**config.mk**
```make
export PLATFORM = sky130hd
export DESIGN_NAME = mdll_fcal_ctrl
export DESIGN_NICKNAME = d
export VERILOG_FILES = /design/src/rtl/mdll_fcal_ctrl_pkg.sv /design/src/rtl/mdll_fcal_ctrl_sync.sv /design/src/rtl/mdll_fcal_ctrl.sv
export SDC_FILE = /design/constraint.sdc
export NUM_CORES = 1
export LEC_CHECK = 0
export CAP_MARGIN = 10
export CORE_ASPECT_RATIO = 1.75
export CORE_UTILIZATION = 25
export CTS_CLUSTER_SIZE = 30
export DETAILED_ROUTE_END_ITERATION = 16
export HOLD_SLACK_MARGIN = 0.08
export SETUP_SLACK_MARGIN = 0.2
export SLEW_MARGIN = 15
export SYNTH_ARGS = -nofsm -noshare
export SYNTH_HDL_FRONTEND = slang
export SYNTH_HIERARCHICAL = 1
export SYNTH_SLANG_ARGS = --single-unit
```
**constraint.sdc**
```tcl
create_clock -name clk_refp_i -period 6.4 [get_ports clk_refp_i]
set_input_delay 1.28 -clock clk_refp_i [delete_from_list [all_inputs] [get_ports clk_refp_i]]
set_output_delay 1.28 -clock clk_refp_i [all_outputs]
set_load 0.01 [all_outputs]
```
**src/rtl/mdll_fcal_ctrl_pkg.sv**
```systemverilog
// Shared widths, defaults and state encoding for the MDLL frequency-calibration controller.
package mdll_fcal_ctrl_pkg;

   localparam int N_DCO_O       = 5;
   localparam int N_FCAL_CNT    = 12;
   localparam int FCAL_N_SETTLE = 4;
   localparam int FCAL_N_TMO    = 16;

   typedef enum logic [3:0] {
      ST_IDLE,
      ST_SET,
      ST_LOAD,
      ST_SETTLE,
      ST_REQ,
      ST_WAIT_ACK,
      ST_WAIT_REL,
      ST_DECIDE,
      ST_FLOAD,
      ST_DONE,
      ST_ERR
   } fcal_ctrl_st_t;

   function automatic int max_int(input int a, input int b);
      return (a > b) ? a : b;
   endfunction

endpackage

```
**src/rtl/mdll_fcal_ctrl_sync.sv**
```systemverilog
// Two-flop synchronizer for the fcal_ready acknowledge coming from the core.
module mdll_fcal_ctrl_sync (
   input  logic clk_i,
   input  logic rst_n_i,
   input  logic d_i,
   output logic q_o
);

   logic meta_q;
   logic sync_q;

   always_ff @(posedge clk_i or negedge rst_n_i) begin
      if (!rst_n_i) begin
         meta_q <= 1'b0;
         sync_q <= 1'b0;
      end else begin
         meta_q <= d_i;
         sync_q <= meta_q;
      end
   end

   assign q_o = sync_q;

endmodule

```
**src/rtl/mdll_fcal_ctrl.sv**
```systemverilog
// MDLL fcal initiator: SAR search over dco_ctl_offset using a four-phase req/ack with the core.
//
// state       | meaning
// ST_IDLE     | waiting for cal_go
// ST_SET      | set trial bit offset[idx]
// ST_LOAD     | load_offset strobe for the trial value
// ST_SETTLE   | wait 2**N_SETTLE cycles for the DCO to settle
// ST_REQ      | en_fcal on; hold off start until a stale ack clears
// ST_WAIT_ACK | fcal_start high, wait for synchronized ready, capture count
// ST_WAIT_REL | start low, wait for ready to fall
// ST_DECIDE   | keep or clear trial bit, next bit or final load
// ST_FLOAD    | load_offset strobe for the final value
// ST_DONE     | result valid (sticky done)
// ST_ERR      | handshake timeout (sticky err), offset reloaded as 0
module mdll_fcal_ctrl
   import mdll_fcal_ctrl_pkg::*;
#(
   parameter int N_SETTLE = FCAL_N_SETTLE,
   parameter int N_TMO    = FCAL_N_TMO
) (
   input  logic                  clk_refp_i,
   input  logic                  rstn_i,
   input  logic                  cal_en_i,
   input  logic                  cal_go_i,
   input  logic [N_FCAL_CNT-1:0] cal_target_i,
   input  logic [N_FCAL_CNT-1:0] fcal_cnt_i,
   input  logic                  fcal_ready_i,
   output logic                  en_fcal_o,
   output logic                  fcal_start_o,
   output logic                  load_offset_o,
   output logic [N_DCO_O-1:0]    dco_ctl_offset_o,
   output logic                  cal_busy_o,
   output logic                  cal_done_o,
   output logic                  cal_err_o
);

   localparam int CW = max_int(N_SETTLE, N_TMO);
   localparam int IW = (N_DCO_O > 1) ? $clog2(N_DCO_O) : 1;
   localparam logic [CW-1:0] SETTLE_LD = CW'((1 << N_SETTLE) - 1);
   localparam logic [CW-1:0] TMO_LD    = CW'((1 << N_TMO) - 1);
   localparam logic [IW-1:0] IDX_MSB   = IW'(N_DCO_O - 1);

   fcal_ctrl_st_t         st_q, st_d;
   logic [N_DCO_O-1:0]    off_q, off_d;
   logic [IW-1:0]         idx_q, idx_d;
   logic [CW-1:0]         tmr_q, tmr_d;
   logic [N_FCAL_CNT-1:0] tgt_q, tgt_d;
   logic [N_FCAL_CNT-1:0] cnt_q, cnt_d;
   logic                  load_q, load_d;
   logic                  start_q, start_d;
   logic                  en_q, en_d;
   logic                  busy_q, busy_d;
   logic                  done_q, done_d;
   logic                  err_q, err_d;
   logic                  rdy_s;
   logic                  tmo_hit;

   mdll_fcal_ctrl_sync u_rdy_sync (
      .clk_i   (clk_refp_i),
      .rst_n_i (rstn_i),
      .d_i     (fcal_ready_i),
      .q_o     (rdy_s)
   );

   always_ff @(posedge clk_refp_i or negedge rstn_i) begin
      if (!rstn_i) begin
         st_q    <= ST_IDLE;
         off_q   <= '0;
         idx_q   <= '0;
         tmr_q   <= '0;
         tgt_q   <= '0;
         cnt_q   <= '0;
         load_q  <= 1'b0;
         start_q <= 1'b0;
         en_q    <= 1'b0;
         busy_q  <= 1'b0;
         done_q  <= 1'b0;
         err_q   <= 1'b0;
      end else begin
         st_q    <= st_d;
         off_q   <= off_d;
         idx_q   <= idx_d;
         tmr_q   <= tmr_d;
         tgt_q   <= tgt_d;
         cnt_q   <= cnt_d;
         load_q  <= load_d;
         start_q <= start_d;
         en_q    <= en_d;
         busy_q  <= busy_d;
         done_q  <= done_d;
         err_q   <= err_d;
      end
   end

   always_comb begin
      st_d    = st_q;
      off_d   = off_q;
      idx_d   = idx_q;
      tmr_d   = tmr_q;
      tgt_d   = tgt_q;
      cnt_d   = cnt_q;
      load_d  = 1'b0;
      start_d = start_q;
      en_d    = en_q;
      busy_d  = busy_q;
      done_d  = done_q;
      err_d   = err_q;
      tmo_hit = 1'b0;

      if (!cal_en_i) begin
         // Abort leaves the offset where it is; the core keeps its last loaded value.
         st_d    = ST_IDLE;
         start_d = 1'b0;
         en_d    = 1'b0;
         busy_d  = 1'b0;
         done_d  = 1'b0;
         err_d   = 1'b0;
      end else begin
         case (st_q)
            ST_IDLE, ST_DONE, ST_ERR: begin
               if (cal_go_i) begin
                  tgt_d  = cal_target_i;
                  idx_d  = IDX_MSB;
                  off_d  = '0;
                  busy_d = 1'b1;
                  done_d = 1'b0;
                  err_d  = 1'b0;
                  st_d   = ST_SET;
               end
            end
            ST_SET: begin
               off_d[idx_q] = 1'b1;
               load_d       = 1'b1;
               st_d         = ST_LOAD;
            end
            ST_LOAD: begin
               tmr_d = SETTLE_LD;
               st_d  = ST_SETTLE;
            end
            ST_SETTLE: begin
               if (tmr_q == '0) begin
                  en_d  = 1'b1;
                  tmr_d = TMO_LD;
                  st_d  = ST_REQ;
               end else begin
                  tmr_d = tmr_q - CW'(1);
               end
            end
            ST_REQ: begin
               // A stale ack must clear before a new request, or the four-phase cycle breaks.
               if (!rdy_s) begin
                  start_d = 1'b1;
                  tmr_d   = TMO_LD;
                  st_d    = ST_WAIT_ACK;
               end else if (tmr_q == '0) begin
                  tmo_hit = 1'b1;
               end else begin
                  tmr_d = tmr_q - CW'(1);
               end
            end
            ST_WAIT_ACK: begin
               if (rdy_s) begin
                  cnt_d   = fcal_cnt_i;
                  start_d = 1'b0;
                  tmr_d   = TMO_LD;
                  st_d    = ST_WAIT_REL;
               end else if (tmr_q == '0) begin
                  tmo_hit = 1'b1;
               end else begin
                  tmr_d = tmr_q - CW'(1);
               end
            end
            ST_WAIT_REL: begin
               if (!rdy_s) begin
                  st_d = ST_DECIDE;
               end else if (tmr_q == '0) begin
                  tmo_hit = 1'b1;
               end else begin
                  tmr_d = tmr_q - CW'(1);
               end
            end
            ST_DECIDE: begin
               // Count too low means the DCO runs too slow: back off this delay bit.
               if (cnt_q < tgt_q) begin
                  off_d[idx_q] = 1'b0;
               end
               if (idx_q == '0) begin
                  load_d = 1'b1;
                  st_d   = ST_FLOAD;
               end else begin
                  idx_d = idx_q - IW'(1);
                  st_d  = ST_SET;
               end
            end
            ST_FLOAD: begin
               busy_d = 1'b0;
               done_d = 1'b1;
               en_d   = 1'b0;
               st_d   = ST_DONE;
            end
            default: begin
               st_d = ST_IDLE;
            end
         endcase

         if (tmo_hit) begin
            start_d = 1'b0;
            en_d    = 1'b0;
            busy_d  = 1'b0;
            err_d   = 1'b1;
            off_d   = '0;
            load_d  = 1'b1;
            st_d    = ST_ERR;
         end
      end
   end

   assign en_fcal_o        = en_q;
   assign fcal_start_o     = start_q;
   assign load_offset_o    = load_q;
   assign dco_ctl_offset_o = off_q;
   assign cal_busy_o       = busy_q;
   assign cal_done_o       = done_q;
   assign cal_err_o        = err_q;

endmodule

```
==> flow_summary.json, run 1 <==
{
  "grt_remaining_overflow": 0,
  "drt_iter0_drc": 174,
  "pwr-share-clk_pct": 29.0,
  "synth_async_sr_flop_share_pct": 100,
  "layout_commonest_cell": "dfrtp_1",
  "synth_edf_count": 0,
  "routed_via_density": 5.20,
  "fin_util_pct": 31.8,
  "skew_ns": 0.00552,
  "fin_crit_sh_pct": 57.3,
  "grt_setup_unrepaired": "no",
  "htree_levels": 3,
  "crit_fanout": 15,
  "worst_hold_path_type": "flip-flop to flip-flop",
  "syn-num-nets": 457,
  "slew_violations": 0,
  "dieHeight_um": 164,
  "core_sq_mm": 0.0145,
  "ir_drop_uv": 204,
  "seq_power_share_pct": 33.6,
  "yosysSeqAreaShare_pct": 40.2,
  "ys_ff_latch": 60,
  "r2r_start": "tmr_q[9]$_DFFE_PN0P_",
  "intPower_mw": 1.22,
  "final_cell_mix": "dfrtp_1 (60), o21ai_0 (44), clkdlybuf4s50_1 (38), nand2_1 (37), nor2_1 (27)",
  "ys.flop_type": "dfrtp_1",
  "synth_cell_type_count": 57,
  "cts.sinks": 60,
  "setup_ws_ns": 2.74,
  "post-route-min-period_ns": 3.66,
  "p_leak_nw": 1.94,
  "slew_headroom_pct": 15.2,
  "drive_above_1_share_pct": 11.1,
  "routabilityCongestion": 0.925,
  "start_kind": "input pin",
  "status": "complete, no violations",
  "crit_arrival_ns": 3.88,
  "r2r_slack_ns": 3.11,
  "wl_per_cell_um": 16.6,
  "cts_root_buf": "clkbuf_16",
  "dieArea_sq_mm": 0.0155,
  "holdWs_ns": 0.345,
  "fill_cells": 1547,
  "cts_hold_buffers": 0,
  "fp-row-count": 58,
  "port_buffers": 39,
  "post_cts_resized": 0,
  "nets": 490,
  "rr_endpoint": "tmr_q[0]$_DFFE_PN0P_",
  "antenna_cells": 0,
  "ant_nets": 0,
  "clk_path_buf_depth": 2,
  "postCtsSetupRepairBufs": 0,
  "power.density_mw_per_mm2": 427,
  "cts_buffers": 9,
  "hold_viol": 0,
  "grt_antenna_before_repair": 0,
  "combPwrFrac_pct": 37.4,
  "cts_tree": "done",
  "drt_wl_total_um": 10500,
  "io_pins": 40,
  "worstSetupPathType": "input pin to flip-flop",
  "fin_setup_tns_ns": 0,
  "vias": 3275,
  "syn_to_final_growth_pct": 23.6,
  "swShare_pct": 38.0,
  "grt_max_degree": 61,
  "p_switching_uw": 750,
  "start_util_pct": 25.7,
  "critical_path.endpoint": "tmr_q[12]$_DFFE_PN0P_",
  "required_ns": 6.61,
  "die_w_um": 94.4,
  "clk_pin_slew_ns": 0.06,
  "fmax_mhz": 273,
  "clk_latency_ns": 0.33,
  "grt_use_total_pct": 14.7,
  "syn_area_per_cell_sq_um": 9.07,
  "tightest_slew_ns": 1.26,
  "startpoint": "cal_en_i",
  "dp_cells": 614,
  "r2r.worst_path.cells": 9,
  "netlist_instances": 412,
  "syn_area_sq_mm": 0.00374,
  "drcViolationCount": 0,
  "setup-violations-final": 0,
  "worstSetupEndpointType": "flip-flop",
  "detailed_place_hpwl_um": 7750,
  "maxCapViolCount": 0,
  "first_pass_iters": 4,
  "dp_slack_ns": 2.53,
  "yosysWarnings": 6,
  "grt_pass1_vias": 3463,
  "grt_first_pass_wirelength_um": 17400,
  "fin_cells": 630
}
## through the flow
stage | instance area, sq um | power (mW)
floorplan | 3740 | 1.20
global placement | 4270 | 1.38
detailed placement | 4270 | 1.40
CTS | 4620 | 1.98
global route | 4620 | 2.13
finish | 4620 | 1.97
## registers in the layout, indices dropped and copies added, names as in the netlist
register,count
fcal_start_o,1
st_q,4
en_fcal_o,1
cal_err_o,1
u_rdy_sync/q_o,1
cal_done_o,1
tmr_q,16
idx_q,3
cnt_q,12
tgt_q,12
cal_busy_o,1
load_offset_o,1
dco_ctl_offset_o,5
u_rdy_sync/meta_q,1
## area by class of cell
class	count	area (sq um)	share of cell area, %
multi-input combinational	309	2050	44.4
sequential	60	1500	32.5
timing repair buffer	42	408	8.83
clock buffer	9	225	4.88
tap	180	225	4.88
clock inverter	7	124	2.68
inverter	23	86.3	1.87
## synth_stat cells (all sizes together), types with 8 or more instances
cell    count  area share (%)
inv        23             2.3
mux2       24             7.2
nand2      37             3.7
nand3      15             2.0
a21oi      23             3.1
ha         16             5.4
nor2       28             2.9
or3         8             1.3
o21ai      45             6.0
nor3       18             2.4
dfrtp      60              40
clkbuf     16             1.6
mux2i       8             2.1
## metal layers
| metal | track usage, % | vias up | wire length, um |
|---|---|---|---|
| met5 | 0 | - | 0 |
| li1 | - | 1567 | - |
| met3 | 2.45 | 31 | 333 |
| met4 | 9.16 | 0 | 501 |
| met1 | 16.2 | 1590 | 4030 |
| met2 | 25.8 | 87 | 5590 |
## worst max-delay path, stage by stage
cell and delay [ns]:
clkdlybuf4s50_1 0.79, nand2_1 0.14, nor3_1 1.01, o21ai_0 0.25, a221o_1 0.40
## logic make-up after synthesis
family / Yosys count / synth area share [%]
buf+inv: 43 / 4.96
xor+xnor: 10 / 2.34
simple gates: 140 / 18.8
fa+ha+maj: 17 / 5.63
mux: 32 / 9.38
compound gates: 110 / 18.7
flops: 60 / 40.2
## power by group through the flow
stage,registers [mW],logic (mW),clock network [mW]
3_5_place_dp,0.668,0.734,0
6_report,0.664,0.737,0.572
2_1_floorplan,0.594,0.602,0
3_3_place_gp,0.661,0.721,0
4_1_cts,0.662,0.741,0.581
5_1_grt,0.686,0.842,0.599
## worst min-delay path by stage
stage | startpoint | to | slack, ns | cells after the start
4_1_cts | u_rdy_sync/meta_q$_DFF_PN0_ | u_rdy_sync/q_o$_DFF_PN0_ | 0.35 | 0
2_1_floorplan | u_rdy_sync/meta_q$_DFF_PN0_ | u_rdy_sync/q_o$_DFF_PN0_ | 0.33 | 0
3_3_place_gp | u_rdy_sync/meta_q$_DFF_PN0_ | u_rdy_sync/q_o$_DFF_PN0_ | 0.34 | 0
3_5_place_dp | u_rdy_sync/meta_q$_DFF_PN0_ | u_rdy_sync/q_o$_DFF_PN0_ | 0.34 | 0
5_1_grt | u_rdy_sync/meta_q$_DFF_PN0_ | u_rdy_sync/q_o$_DFF_PN0_ | 0.35 | 0
6_report | u_rdy_sync/meta_q$_DFF_PN0_ | u_rdy_sync/q_o$_DFF_PN0_ | 0.35 | 0
No activity file was read; power rests on OpenSTA's default activity.
==> inputs of run 2 (changes only) <==
- clock period: 6.4 -> 3.3 ns (I/O delays scaled with it)
==> flow_summary.json, run 2 (synthesized netlist as in run 1, its figures left out) <==
{
  "fmax_mhz": 358,
  "fin_crit_sh_pct": 84.6,
  "seqCellArea_sq_mm": 0.00150,
  "grt_max_degree": 25,
  "grt_use_total_pct": 15.0,
  "grt_first_pass_wirelength_um": 17500,
  "postCtsSetupRepairBufs": 0,
  "fin_cells": 636,
  "wl_per_cell_um": 17.1,
  "multiInputGateArea_sq_mm": 0.00205,
  "status": "complete, no violations",
  "drt_wl_total_um": 10900,
  "antenna_cells": 0,
  "drcViolationCount": 0,
  "path_common_cell": "o21ai_0",
  "cpMaxStageDelayCell": "or4_1",
  "worst_hold_path_type": "input pin to asynchronous set/reset pin",
  "slew_headroom_pct": 47.4,
  "p_switching_mw": 1.44,
  "combPwrFrac_pct": 39.1,
  "finish.instance_area_sq_mm": 0.00466,
  "dieHeight_um": 164,
  "p_leak_nw": 1.97,
  "tightest_slew_ns": 0.783,
  "port_buffers": 39,
  "critPathMaxStageDelay_ns": 0.55,
  "core_sq_mm": 0.0145,
  "worstSetupEndpointType": "flip-flop",
  "cts_hold_buffers": 0,
  "ant_nets": 0,
  "grt_pass1_vias": 3412,
  "detailed_place_hpwl_um": 8210,
  "maxCapViolCount": 0,
  "dieArea_sq_mm": 0.0155,
  "die_w_um": 94.4,
  "cts.sinks": 60,
  "pwr-share-clk_pct": 28.3,
  "vias": 3359,
  "htree_levels": 3,
  "crit_fanout": 7,
  "intPower_mw": 2.41,
  "clk_latency_ns": 0.33,
  "cts_tree": "done",
  "start_util_pct": 25.7,
  "total_power_mw": 3.85,
  "top_register": "tmr_q",
  "clk_pin_slew_ns": 0.06,
  "nets": 497,
  "grt_setup_unrepaired": "no",
  "fin_util_pct": 32.1,
  "critPathBufInv": 1,
  "drt_iter0_drc": 229,
  "final_cell_mix": "dfrtp_1 (60), o21ai_0 (44), clkdlybuf4s50_1 (38), nand2_1 (37), nor2_1 (27)",
  "post-route-min-period_ns": 2.79,
  "post_cts_resized": 0,
  "largest_reg_flops": 16,
  "clk_path_buf_depth": 2,
  "slew_violations": 0,
  "fin_setup_tns_ns": 0,
  "first_pass_iters": 4,
  "setup-violations-final": 0,
  "routabilityCongestion": 0.981,
  "cts_root_buf": "clkbuf_16",
  "power.density_mw_per_mm2": 826,
  "layout_commonest_cell": "dfrtp_1",
  "io_pins": 40,
  "grt_remaining_overflow": 0,
  "fp-row-count": 58,
  "dp_cells": 621,
  "r2r_slack_ns": 0.51,
  "hold_viol": 0,
  "fill_cells": 1543,
  "skew_ns": 0.00428,
  "syn_to_final_growth_pct": 24.8,
  "grt_antenna_before_repair": 0,
  "routed_via_density": 5.28,
  "worstSetupPathType": "flip-flop to flip-flop",
  "drive_above_1_share_pct": 12.3,
  "seq_power_share_pct": 32.6,
  "swShare_pct": 37.5,
  "reg_top3": "tmr_q x16, cnt_q x12, tgt_q x12",
  "ir_drop_uv": 350,
  "dpl-instance-area_sq_mm": 0.00432,
  "required_ns": 3.54,
  "crit_chain": "or4_1, or2_0, nor2_1, inv_1, ha_1, and3_1, o21ai_0, o21ai_0, a31oi_1",
  "cts_buffers": 9,
  "crit_arrival_ns": 3.03,
  "start_kind": "flip-flop",
  "cp_top_family": "simple AND/OR/NAND/NOR gates"
}
## run 2: cell count changes in the layout (fill, tap and decap cells not counted)
cell        before  now
clkbuf_8         0    1
clkinvlp_4       1    0
buf_4            3   10
clkinv_2         0    2
inv_6            1    0
clkinv_4         2    0
## run 2: routing by layer
layer	track usage, %	wire (um)
met5	0	0
met2	26.3	5730
met3	2.55	379
met4	11.5	652
met1	15.5	4120
## run 2: layout make-up
type | instances | share of cell area [%]
well taps | 180 | 4.83
repair buffers | 49 | 9.88
clock buffers | 10 | 5.13
multi-input cells | 309 | 44.0
inverters | 23 | 1.85
clock inverters | 5 | 2.15
flip-flops and latches | 60 | 32.2
## run 2: through the flow
step                      setup WS [ns]  hold slack [ns]
after global routing              0.340            0.285
final                             0.509            0.256
after global placement            0.636            0.347
after CTS                         0.548            0.265
after floorplan                   0.837            0.331
after detailed placement          0.547            0.360
## run 2: worst reg2reg max path, cell delays in order (launching register included)
cell and delay, ns:
dfrtp_1 0.46, or4_1 0.55, or2_0 0.36, nor2_1 0.37
inv_1 0.16, ha_1 0.21, and3_1 0.17, o21ai_0 0.13
o21ai_0 0.12, a31oi_1 0.18
## run 2: final timing paths
| kind | from | to | cells after the start |
|---|---|---|---|
| setup / recovery | tmr_q[11]$_DFFE_PN0P_ | tmr_q[0]$_DFFE_PN0P_ | 9 |
| hold / removal | rstn_i | tmr_q[10]$_DFFE_PN0P_ | 1 |
| setup reg to reg | tmr_q[11]$_DFFE_PN0P_ | tmr_q[0]$_DFFE_PN0P_ | 9 |
| hold reg to reg | u_rdy_sync/meta_q$_DFF_PN0_ | u_rdy_sync/q_o$_DFF_PN0_ | 0 |
| max in group asynchronous | rstn_i | fcal_start_o$_DFFE_PN0P_ | 2 |
| min in group clk_refp_i | u_rdy_sync/meta_q$_DFF_PN0_ | u_rdy_sync/q_o$_DFF_PN0_ | 0 |
## run 2: power groups by stage
stage | registers [mW] | clock network, mW | logic [mW]
2_1_floorplan | 1.15 | 0 | 1.17
3_3_place_gp | 1.25 | 0 | 1.47
3_5_place_dp | 1.26 | 0 | 1.50
4_1_cts | 1.25 | 1.11 | 1.51
5_1_grt | 1.29 | 1.14 | 1.69
6_report | 1.25 | 1.09 | 1.51
